**src/rtl/sign_restore_pkg.sv**
```systemverilog
// Shared types and helpers for the bit-serial sign-magnitude to two's-complement
// converter. The optional saturation path is enabled by SIGN_RESTORE_SAT_EN.
package sign_restore_pkg;

    localparam int DEFAULT_WIDTH = 6;

    typedef enum logic [1:0] {
        IDLE  = 2'd0,
        SHIFT = 2'd1,
        DONE  = 2'd2
    } state_t;

    // Saturation value for a given sign: most positive (0 then all ones) or
    // most negative (1 then all zeros). Returned right-aligned in 32 bits.
    function automatic logic [31:0] sat_value(input logic sign, input int unsigned width);
        logic [31:0] one;
        logic [31:0] r;
        one = 32'd1;
        r   = one << (width - 32'd1);
        if (!sign) begin
            r = r - 32'd1;
        end else begin
            r = r;
        end
        return r;
    endfunction

endpackage

```
**src/rtl/sign_restore_serial_if.sv**
```systemverilog
// Handshake bundle for sign_restore_serial: input side (in_valid/in_ready,
// mag, sign) and output side (out_valid/out_ready, y, overflow).
interface sign_restore_serial_if #(
    parameter int WIDTH = sign_restore_pkg::DEFAULT_WIDTH
);
    logic             in_valid;
    logic             in_ready;
    logic [WIDTH-1:0] mag;
    logic             sign;
    logic             out_valid;
    logic             out_ready;
    logic [WIDTH-1:0] y;
    logic             overflow;

    // Producer/consumer side: drives the request and the output acceptance.
    modport master (
        output in_valid, mag, sign, out_ready,
        input  in_ready, out_valid, y, overflow
    );

    // Converter side.
    modport slave (
        input  in_valid, mag, sign, out_ready,
        output in_ready, out_valid, y, overflow
    );
endinterface

```
**src/rtl/serial_twos_cell.sv**
```systemverilog
// One-bit serial negation cell: bits pass unchanged until the first one has
// been seen, after which they are inverted when the sign requests negation.
module serial_twos_cell (
    input  logic clk,
    input  logic rst,
    input  logic clear,
    input  logic en,
    input  logic b,
    input  logic sign,
    output logic out_bit
);
    logic seen_one;

    // Output bit mapping; the first one itself is copied, later bits flip.
    always_comb begin
        out_bit = b;
        if (sign && seen_one) begin
            out_bit = ~b;
        end else begin
            out_bit = b;
        end
    end

    // Remember whether a one has already gone past in this transaction.
    always_ff @(posedge clk) begin
        if (rst || clear) begin
            seen_one <= 1'b0;
        end else if (en) begin
            seen_one <= seen_one | b;
        end else begin
            seen_one <= seen_one;
        end
    end
endmodule

```
**src/rtl/sign_restore_serial.sv**
```systemverilog
// Bit-serial sign-magnitude to two's-complement converter, LSB first.
// Optional macro SIGN_RESTORE_SAT_EN: saturate y on overflow instead of wrapping.
module sign_restore_serial
    import sign_restore_pkg::*;
#(
    parameter int WIDTH = DEFAULT_WIDTH
) (
    input logic                  clk,
    input logic                  rst,
    sign_restore_serial_if.slave bus
);
    localparam int CNT_W = (WIDTH > 2) ? $clog2(WIDTH) : 1;
    localparam logic [CNT_W-1:0] LAST_CNT = CNT_W'(WIDTH - 1);

    state_t           state;
    logic [WIDTH-1:0] sr;
    logic [CNT_W-1:0] cnt;
    logic             sign_q;
    logic             in_ready;
    logic             out_valid;
    logic [WIDTH-1:0] y;
    logic             overflow;

    logic             load;
    logic             shift_en;
    logic             out_bit;
    logic             ovf_calc;
    logic [WIDTH-1:0] shifted;
    logic [WIDTH-1:0] y_final;
`ifdef SIGN_RESTORE_SAT_EN
    logic [31:0]      sat_full;
`endif

    assign bus.in_ready  = in_ready;
    assign bus.out_valid = out_valid;
    assign bus.y         = y;
    assign bus.overflow  = overflow;

    // Accept and shift strobes, plus the overflow verdict for the incoming magnitude.
    always_comb begin
        load     = (state == IDLE) && bus.in_valid && in_ready;
        shift_en = (state == SHIFT);
        ovf_calc = bus.mag[WIDTH-1];
        if (bus.sign) begin
            ovf_calc = bus.mag[WIDTH-1] & (|bus.mag[WIDTH-2:0]);
        end else begin
            ovf_calc = bus.mag[WIDTH-1];
        end
    end

    serial_twos_cell u_cell (
        .clk     (clk),
        .rst     (rst),
        .clear   (load),
        .en      (shift_en),
        .b       (sr[0]),
        .sign    (sign_q),
        .out_bit (out_bit)
    );

    // Value the shift register will hold after the final shift, with optional saturation.
    always_comb begin
        shifted = {out_bit, sr[WIDTH-1:1]};
        y_final = shifted;
`ifdef SIGN_RESTORE_SAT_EN
        sat_full = sat_value(sign_q, WIDTH);
        if (overflow) begin
            y_final = sat_full[WIDTH-1:0];
        end else begin
            y_final = shifted;
        end
`endif
    end

    // Control FSM with shift register, counter and registered handshake outputs.
    always_ff @(posedge clk) begin
        if (rst) begin
            state     <= IDLE;
            sr        <= {WIDTH{1'b0}};
            cnt       <= {CNT_W{1'b0}};
            sign_q    <= 1'b0;
            in_ready  <= 1'b1;
            out_valid <= 1'b0;
            y         <= {WIDTH{1'b0}};
            overflow  <= 1'b0;
        end else begin
            case (state)
                IDLE: begin
                    if (load) begin
                        sr       <= bus.mag;
                        sign_q   <= bus.sign;
                        cnt      <= {CNT_W{1'b0}};
                        overflow <= ovf_calc;
                        in_ready <= 1'b0;
                        state    <= SHIFT;
                    end else begin
                        state <= IDLE;
                    end
                end
                SHIFT: begin
                    sr  <= shifted;
                    cnt <= cnt + CNT_W'(1);
                    if (cnt == LAST_CNT) begin
                        y         <= y_final;
                        out_valid <= 1'b1;
                        state     <= DONE;
                    end else begin
                        state <= SHIFT;
                    end
                end
                DONE: begin
                    if (bus.out_ready) begin
                        out_valid <= 1'b0;
                        in_ready  <= 1'b1;
                        state     <= IDLE;
                    end else begin
                        state <= DONE;
                    end
                end
                default: begin
                    out_valid <= 1'b0;
                    in_ready  <= 1'b1;
                    state     <= IDLE;
                end
            endcase
        end
    end
endmodule

```
**src/flat_wrapper.sv**
```systemverilog
// flat-port wrapper written by rule: the top's interface ports become plain ports
module sign_restore_serial_flat import sign_restore_pkg::*;
#(
    parameter int WIDTH = DEFAULT_WIDTH
)
  (clk, rst, bus_in_valid, bus_mag, bus_sign, bus_out_ready, bus_in_ready, bus_out_valid, bus_y, bus_overflow);
  sign_restore_serial_if #(.WIDTH(WIDTH)) bus_i ();
  input logic clk;
  input logic rst;
  input wire logic [$bits(bus_i.in_valid)-1:0] bus_in_valid;
  input wire logic [$bits(bus_i.mag)-1:0] bus_mag;
  input wire logic [$bits(bus_i.sign)-1:0] bus_sign;
  input wire logic [$bits(bus_i.out_ready)-1:0] bus_out_ready;
  output wire logic [$bits(bus_i.in_ready)-1:0] bus_in_ready;
  output wire logic [$bits(bus_i.out_valid)-1:0] bus_out_valid;
  output wire logic [$bits(bus_i.y)-1:0] bus_y;
  output wire logic [$bits(bus_i.overflow)-1:0] bus_overflow;
  assign bus_i.in_valid = bus_in_valid;
  assign bus_i.mag = bus_mag;
  assign bus_i.sign = bus_sign;
  assign bus_i.out_ready = bus_out_ready;
  assign bus_in_ready = bus_i.in_ready;
  assign bus_out_valid = bus_i.out_valid;
  assign bus_y = bus_i.y;
  assign bus_overflow = bus_i.overflow;
  sign_restore_serial #(.WIDTH(WIDTH)) u_core (.clk(clk), .rst(rst), .bus(bus_i));
endmodule
```
**config.mk**
```make
export PLATFORM = sky130hd
export DESIGN_NAME = sign_restore_serial_flat
export DESIGN_NICKNAME = d
export VERILOG_FILES = /design/src/rtl/sign_restore_pkg.sv /design/src/rtl/sign_restore_serial_if.sv /design/src/rtl/serial_twos_cell.sv /design/src/rtl/sign_restore_serial.sv /design/src/flat_wrapper.sv
export SDC_FILE = /design/constraint.sdc
export NUM_CORES = 1
export LEC_CHECK = 0
export CORE_AREA = 8 8 68 70
export CTS_CLUSTER_DIAMETER = 60
export DETAILED_ROUTE_END_ITERATION = 7
export DIE_AREA = 0 0 76 78
export GPL_TIMING_DRIVEN = 1
export PLACE_DENSITY_LB_ADDON = 0.25
export RECOVER_POWER = 50
export SYNTH_ARGS = -nofsm -noshare
export SYNTH_HDL_FRONTEND = slang
export SYNTH_HIERARCHICAL = 1
export SYNTH_SLANG_ARGS = --single-unit
```
**constraint.sdc**
```tcl
create_clock -name clk -period 3.4 [get_ports clk]
set_input_delay 0.51 -clock clk [delete_from_list [all_inputs] [get_ports clk]]
set_output_delay 0.51 -clock clk [all_outputs]
set_load 0.05 [all_outputs]
```
==> results of run 1 <==
==> cell usage after synthesis, drive strengths merged <==
master   count
clkbuf       1
inv          4
nor4         6
nor2        21
o21bai       1
a21oi        8
nor3b        2
o21ai        1
a211oi       1
nor3         7
ha           2
nor2b        1
nand4bb      1
o21a         1
or4          1
buf          4
o211ai       1
dfxtp       22
xnor2        1
nand2        6
nand2b       4
nand4b       1
nand3        3
mux2i        6
==> cells by family (layout without fill, tap and decap cells) <==
kind of cell / Yosys count / count (layout) / synth area share [%]
flip-flops: 22 / 22 / 43.0
multiplexers: 6 / 6 / 5.87
AND/OR/NAND/NOR: 53 / 53 / 33.9
adder cells (fa/ha/maj): 2 / 2 / 2.44
buffers and inverters: 9 / 27 / 5.75
AO/OA/AOI/OAI: 13 / 13 / 8.19
XOR/XNOR: 1 / 1 / 0.856
==> final timing paths <==
path	from	endpoint	slack, ns	depth (start not counted)
worst max-delay path	u_core/bus.in_ready	bus_in_ready	1.32	1
worst min-delay path	u_core/sign_q	u_core/sign_q	0.47	2
worst max register to register	u_core/cnt[0]	u_core/bus.y[0]	1.85	4
worst min register to register	u_core/sign_q	u_core/sign_q	0.47	2
==> layout by cell type (no fill, tap or decap), types with 3 or more instances in the layout <==
master / instances
dfxtp_1: 22
nor2_1: 21
clkdlybuf4s50_1: 18
a21oi_1: 7
nor4_2: 6
nand2_1: 6
mux2i_1: 6
nor3_2: 5
nand2b_1: 4
clkbuf_4: 3
nand3_1: 3
==> metrics by stage <==
| step | power, mW | hold WS [ns] | std cells |
|---|---|---|---|
| floorplan | 0.359 | 0.436 | 106 |
| global route | 0.552 | 0.490 | 172 |
| finish | 0.522 | 0.466 | 172 |
| CTS | 0.529 | 0.468 | 172 |
| global placement | 0.382 | 0.449 | 168 |
| detailed placement | 0.385 | 0.451 | 168 |
==> registers in the layout, summed over array words and instances (netlist names) <==
register                cells
u_core/state                2
u_core/cnt                  3
u_core/sr                   6
u_core/bus.y                6
u_core/sign_q               1
u_core/u_cell/seen_one      1
u_core/bus.overflow         1
u_core/bus.in_ready         1
u_core/bus.out_valid        1
==> metal layers <==
layer / track usage (%) / part of all wire, % / up-vias
met2: 13.5 / 45 / 22
met5: 0 / 0 / -
met3: 3.46 / 6.7 / 2
met4: 1.18 / 0.47 / 0
met1: 9.23 / 47 / 376
li1: - / - / 398
==> area by class of cell <==
class	instances	share of cell area, %
clock buffers	4	2.88
inverters	4	1.39
multi-input cells	75	40.9
flip-flops and latches	22	35.0
well taps	48	4.77
repair buffers	19	15.1
==> where the power goes <==
part | switching [mW] | total, mW | internal [mW]
Clock | 0.0782 | 0.144 | 0.0654
Combinational | 0.0520 | 0.0917 | 0.0397
Sequential | 0.0143 | 0.287 | 0.272
Total | 0.144 | 0.522 | 0.377
==> impl_metrics.toml, run 1 <==
[critical_path]
crit_family = "buffers and inverters"
slowest_delay_ns = 0.84
path_cells = "clkdlybuf4s50_1"
path_class = "flip-flop to output pin"
crit_slowest_cell = "clkdlybuf4s50_1"
start_kind = "flip-flop"
crit_buf_inv = 1
crit_path_max_fanout = 3
cp.required_ns = 2.89
arrival_ns = 1.57
endpoint_kind = "output pin"

[sta]
skew_ns = 0.00148
drv_slew = 0
finalHoldViolations = 0
worst_pin_slew_ns = 0.964
max_freq_mhz = 482
min_period_ns = 2.08
period_share_pct = 61.1
rsz0062_at_grt = "false"
tns_ns = 0
slew_headroom_pct = 35.5
final-setup-viol-count = 0
finalWorstSetupSlack_ns = 1.32

[final_layout]
drive_gt1_share_pct = 15.3
ff_latch_area_um2 = 440
diodes = 0
fillCellCount = 358
finish.instance_area_mm2 = 0.00126
finish.utilization_pct = 35.4
multiInputGateArea_um2 = 514
layout.nets = 138
syn_to_final_growth_pct = 23.0

[clock_network]
tritoncts = "done"
insertion_delay_ns = 0.30
cts.sinks = 22
root_buffer = "clkbuf_4"
post_cts_buffers = 0
cts.reportedPaths.clkPinSlew_ns = 0.12
cts_resized = 0
holdBufCountCts = 0
cts_max_level = 1
clk_path_buf_depth = 2
cts_made_buffers = 3

[floorplanning]
die_h_um = 78
die_w_um = 76
ios = 20
die_area_mm2 = 0.00593
initial_core_util_pct = 28.8
fp-row-count = 22
core-area_mm2 = 0.00355

[global_routing]
grt_pass1_wl_mm = 3.94
grt_max_degree = 23
gr-total-overflow = 0
grt_pass1_vias = 836
grtUsageTotal_pct = 7.98
grt_antenna_before_repair = 0

[synthesis]
synth_cell_types = 31
synth_top_area_share_pct = 43.0
synth_area_leaders = "dfxtp_1 43%, nor2_1 7.7%, nor4_2 7.3%, mux2i_1 5.9%, nor3_2 5.9%"
ys_seq_area_share_pct = 43.0
syn_area_mm2 = 0.00102
yosysTopAreaCell = "dfxtp_1"
yosysWarnings = 6
ys_ff_latch = 22
synthCells = 106
synthesis.nets = 119
avgSynthCellArea_um2 = 9.66

[detailed_routing]
routed-via-count = 798
wl_per_cell_um = 13.5
drtPass1Iterations = 4
vias_per_cell = 4.64
ant_nets = 0
first_iter_violations = 37
wirelength_mm = 2.32
drc = 0

[flow_run]
cap_viol_max_count = 0

[placement]
hpwl_mm = 1.62
preCtsSetupSlack_ns = 1.43
portBuffers = 19
placed_cell_area_mm2 = 0.00123
routabilityCongestion = 0.663

[worst_hold_path]
hold_path.class = "flip-flop to flip-flop"

[outcome]
outcome = "complete, no violations"

[pwr]
peakVddDrop_mv = 0.240
leakage_nw = 0.484
p_per_area_mw_per_mm2 = 415
No activity file was read; power rests on OpenSTA's default activity.
==> run 2: changes to the inputs <==
==> constraint.sdc (replaced) <==
create_clock -name clk -period 2 [get_ports clk]
set_input_delay 0.3 -clock clk [delete_from_list [all_inputs] [get_ports clk]]
set_output_delay 0.3 -clock clk [all_outputs]
set_load 0.05 [all_outputs]
==> impl_metrics.toml, run 2 (same netlist as run 1, synthesis figures left out) <==
[critical_path]
slowest_delay_ns = 0.83
start_kind = "flip-flop"
crit_slowest_cell = "clkdlybuf4s50_1"
path_class = "flip-flop to output pin"
endpoint_kind = "output pin"
path_cells = "clkdlybuf4s50_1"
crit_buf_inv = 1
arrival_ns = 1.55
crit_family = "buffers and inverters"
cp.required_ns = 1.70
crit_path_max_fanout = 3

[floorplanning]
die_area_mm2 = 0.00593
ios = 20
core-area_mm2 = 0.00355
die_h_um = 78
fp-row-count = 22
initial_core_util_pct = 28.8
die_w_um = 76

[detailed_routing]
wl_per_cell_um = 12.6
wirelength_mm = 2.20
vias_per_cell = 4.56
first_iter_violations = 61
ant_nets = 0
drc = 0
routed-via-count = 798
drtPass1Iterations = 4

[global_routing]
grt_max_degree = 23
gr-total-overflow = 0
grtUsageTotal_pct = 7.40
grt_antenna_before_repair = 0
grt_pass1_vias = 783
grt_pass1_wl_mm = 3.62

[placement]
hpwl_mm = 1.66
routabilityCongestion = 0.702
portBuffers = 19

[sta]
final-setup-viol-count = 0
worst_pin_slew_ns = 1.17
drv_slew = 0
finalHoldViolations = 0
max_freq_mhz = 540
slew_headroom_pct = 22.2
period_share_pct = 92.6
min_period_ns = 1.85
whs_ns = 0.466
skew_ns = 0.00836
tns_ns = 0
rsz0062_at_grt = "false"

[clock_network]
tritoncts = "done"
clk_path_buf_depth = 2
post_cts_buffers = 0
root_buffer = "clkbuf_4"
cts.reportedPaths.clkPinSlew_ns = 0.13
cts.sinks = 22
cts_resized = 0
insertion_delay_ns = 0.31
cts_made_buffers = 3
cts_max_level = 1
holdBufCountCts = 0

[pwr]
peakVddDrop_mv = 0.557
p_per_area_mw_per_mm2 = 756
leakage_nw = 0.505

[final_layout]
syn_to_final_growth_pct = 26.9
fillCellCount = 363
layout.nets = 141
mostFrequentLayoutCells = "22 x dfxtp_1, 21 x nor2_1, 18 x clkdlybuf4s50_1"
finish.utilization_pct = 36.6
reg_top3 = "u_core/bus.y: 6 flops, u_core/sr: 6 flops, u_core/cnt: 3 flops"
drive_gt1_share_pct = 17.3
final_common_cell = "dfxtp_1"
diodes = 0

[flow_run]
cap_viol_max_count = 0

[outcome]
outcome = "complete, no violations"

[worst_hold_path]
hold_path.class = "flip-flop to flip-flop"
-- run 2: changes by cell type in the layout (fill, tap and decap cells not counted) --
| cell | before | now |
|---|---|---|
| o211ai_1 | 1 | 0 |
| buf_4 | 0 | 2 |
| clkbuf_8 | 1 | 0 |
| o211ai_2 | 0 | 1 |
| clkbuf_1 | 0 | 1 |
| bufinv_16 | 0 | 1 |
-- run 2: power by group --
part	internal, mW	switching [mW]	leakage, nW
sequential	0.463	0.0237	0.180
combinational	0.0705	0.0871	0.297
clock	0.203	0.134	0.0279
total	0.736	0.245	0.505
-- run 2: layer usage --
layer / GRT usage [%] / wire [um] / part of all wire (%) / vias up
met4: 1.18 / 11 / 0.50 / 0
met2: 11.9 / 937 / 43 / 22
met5: 0 / 0 / 0 / -
met3: 3.57 / 165 / 7.5 / 2
met1: 8.81 / 1090 / 49 / 367
li1: - / - / - / 407
-- run 2: worst paths after layout --
path,start,end,slack (ns),cells past startpoint
setup / recovery,u_core/bus.in_ready,bus_in_ready,0.15,1
hold / removal,u_core/bus.out_valid,u_core/bus.out_valid,0.47,2
setup reg to reg,u_core/cnt[0],u_core/bus.y[5],0.54,5
hold reg to reg,u_core/bus.out_valid,u_core/bus.out_valid,0.47,2
-- run 2: stage by stage --
stage	cells	setup slack [ns]	power (mW)	cell area, um2
finish	175	0.147	0.981	1300
global route	175	0.0958	1.03	1300
CTS	175	0.121	1.00	1310
detailed placement	171	0.336	0.657	1250
global placement	171	0.400	0.655	1250
floorplan	106	0.679	0.610	1020
-- run 2: final cells by class --
class	instances	area, um2	area share (%)
Inverter	4	17.5	1.35
Clock buffer	3	22.5	1.73
Tap cell	48	60.1	4.62
Timing Repair Buffer	22	209	16.1
Clock inverter	1	30.0	2.31
Multi-Input combinational cell	75	519	40.0
Sequential cell	22	440	33.9
-- run 2: worst min-delay path: cells and delay by family (launching register included) --
family | cells | cell delay [ns]
AOI/OAI and AO/OA | 1 | 0.05
buffers and inverters | 1 | 0.05
DFF | 1 | 0.33
==> run 3: changes to the inputs <==
--- a/config.mk
+++ b/config.mk
@@ -5,10 +5,10 @@
 export SDC_FILE = /design/constraint.sdc
 export NUM_CORES = 1
 export LEC_CHECK = 0
-export CORE_AREA = 8 8 68 70
+export CORE_AREA = 8 8 51 94
 export CTS_CLUSTER_DIAMETER = 60
 export DETAILED_ROUTE_END_ITERATION = 7
-export DIE_AREA = 0 0 76 78
+export DIE_AREA = 0 0 59 102
 export GPL_TIMING_DRIVEN = 1
 export PLACE_DENSITY_LB_ADDON = 0.25
 export RECOVER_POWER = 50
==> impl_metrics.toml, run 3 (same netlist as run 1, synthesis figures left out) <==
[floorplanning]
die_area_mm2 = 0.00602
core-area_mm2 = 0.00357
fp-row-count = 31
ios = 20
die_h_um = 102
initial_core_util_pct = 28.7
die_w_um = 59

[global_routing]
use_met2_pct = 13.5
gr-total-overflow = 0
grtUsageMet1_pct = 7.61
grtUsageTotal_pct = 7.55
grt_pass1_vias = 810
grt_max_degree = 23
grt_pass1_wl_mm = 3.56
busiest_layer = "met2"
grt_antenna_before_repair = 0
grt_use_met3_pct = 1.77

[detailed_routing]
wirelength_mm = 2.09
drc = 0
wl_per_cell_um = 12.0
vias_per_cell = 4.52
drtPass1Iterations = 3
routed-via-count = 787
first_iter_violations = 14
ant_nets = 0

[final_layout]
fin_cells = 174
reg_top3 = "u_core/bus.y: 6 flops, u_core/sr: 6 flops, u_core/cnt: 3 flops"
diodes = 0
syn_to_final_growth_pct = 25.3
finish.utilization_pct = 35.9
drive_gt1_share_pct = 12.0
final_common_cell = "dfxtp_1"
layout.nets = 139
mostFrequentLayoutCells = "22 x dfxtp_1, 21 x nor2_1, 18 x clkdlybuf4s50_1"
finish.instance_area_mm2 = 0.00128

[sta]
finalHoldViolations = 0
drv_slew = 0
min_period_ns = 1.79
skew_ns = 0.00684
final-setup-viol-count = 0
rsz0062_at_grt = "false"
slew_headroom_pct = 62.6
finalWorstSetupSlack_ns = 0.212
worst_pin_slew_ns = 0.558
whs_ns = 0.459
period_share_pct = 89.4
max_freq_mhz = 559
tns_ns = 0

[critical_path]
crit_slowest_cell = "clkdlybuf4s50_1"
slowest_delay_ns = 0.83
crit_family = "buffers and inverters"
start_kind = "flip-flop"
crit_path_max_fanout = 3
path_cells = "clkdlybuf4s50_1"
endpoint_kind = "output pin"
cp.required_ns = 1.70
path_class = "flip-flop to output pin"
arrival_ns = 1.49
crit_buf_inv = 1

[clock_network]
cts_made_buffers = 3
insertion_delay_ns = 0.26
clk_path_buf_depth = 2
post_cts_buffers = 0
root_buffer = "clkbuf_8"
cts.reportedPaths.clkPinSlew_ns = 0.08
cts_resized = 0
tritoncts = "done"
holdBufCountCts = 0
cts.sinks = 22
cts_max_level = 1

[flow_run]
cap_viol_max_count = 0

[placement]
dp.cells = 170
hpwl_mm = 1.63
routabilityCongestion = 0.749
preCtsSetupSlack_ns = 0.362
placed_cell_area_mm2 = 0.00124
portBuffers = 19

[pwr]
p_total_mw = 1.04
peakVddDrop_mv = 0.536
p_per_area_mw_per_mm2 = 811
leakage_nw = 0.499

[outcome]
outcome = "complete, no violations"

[worst_hold_path]
hold_path.class = "flip-flop to flip-flop"
[run 3: power breakdown]
| part | total [mW] | switching (mW) | internal [mW] | leakage [nW] |
|---|---|---|---|---|
| registers | 0.485 | 0.0225 | 0.463 | 0.180 |
| logic | 0.143 | 0.0796 | 0.0636 | 0.284 |
| clock network | 0.411 | 0.144 | 0.267 | 0.0357 |
[run 3: final timing paths]
path                            cells past startpoint              end  slack, ns                start
worst max-delay path                                1     bus_in_ready       0.21  u_core/bus.in_ready
worst min-delay path                                2    u_core/sign_q       0.46        u_core/sign_q
worst max register to register                      4  u_core/bus.y[1]       0.51        u_core/cnt[0]
worst min register to register                      2    u_core/sign_q       0.46        u_core/sign_q
[run 3: routing by layer]
layer	vias up	wire, um
met5	-	0
met4	0	28
met3	2	88
met2	13	1100
met1	370	877
li1	402	-
[run 3: layout make-up]
type	instances	area [um2]
repair buffers	20	198
inverters	4	17.5
well taps	49	61.3
flip-flops and latches	22	440
clock inverters	1	30.0
multi-input cells	75	494
fillers	406	2290
clock buffers	3	41.3
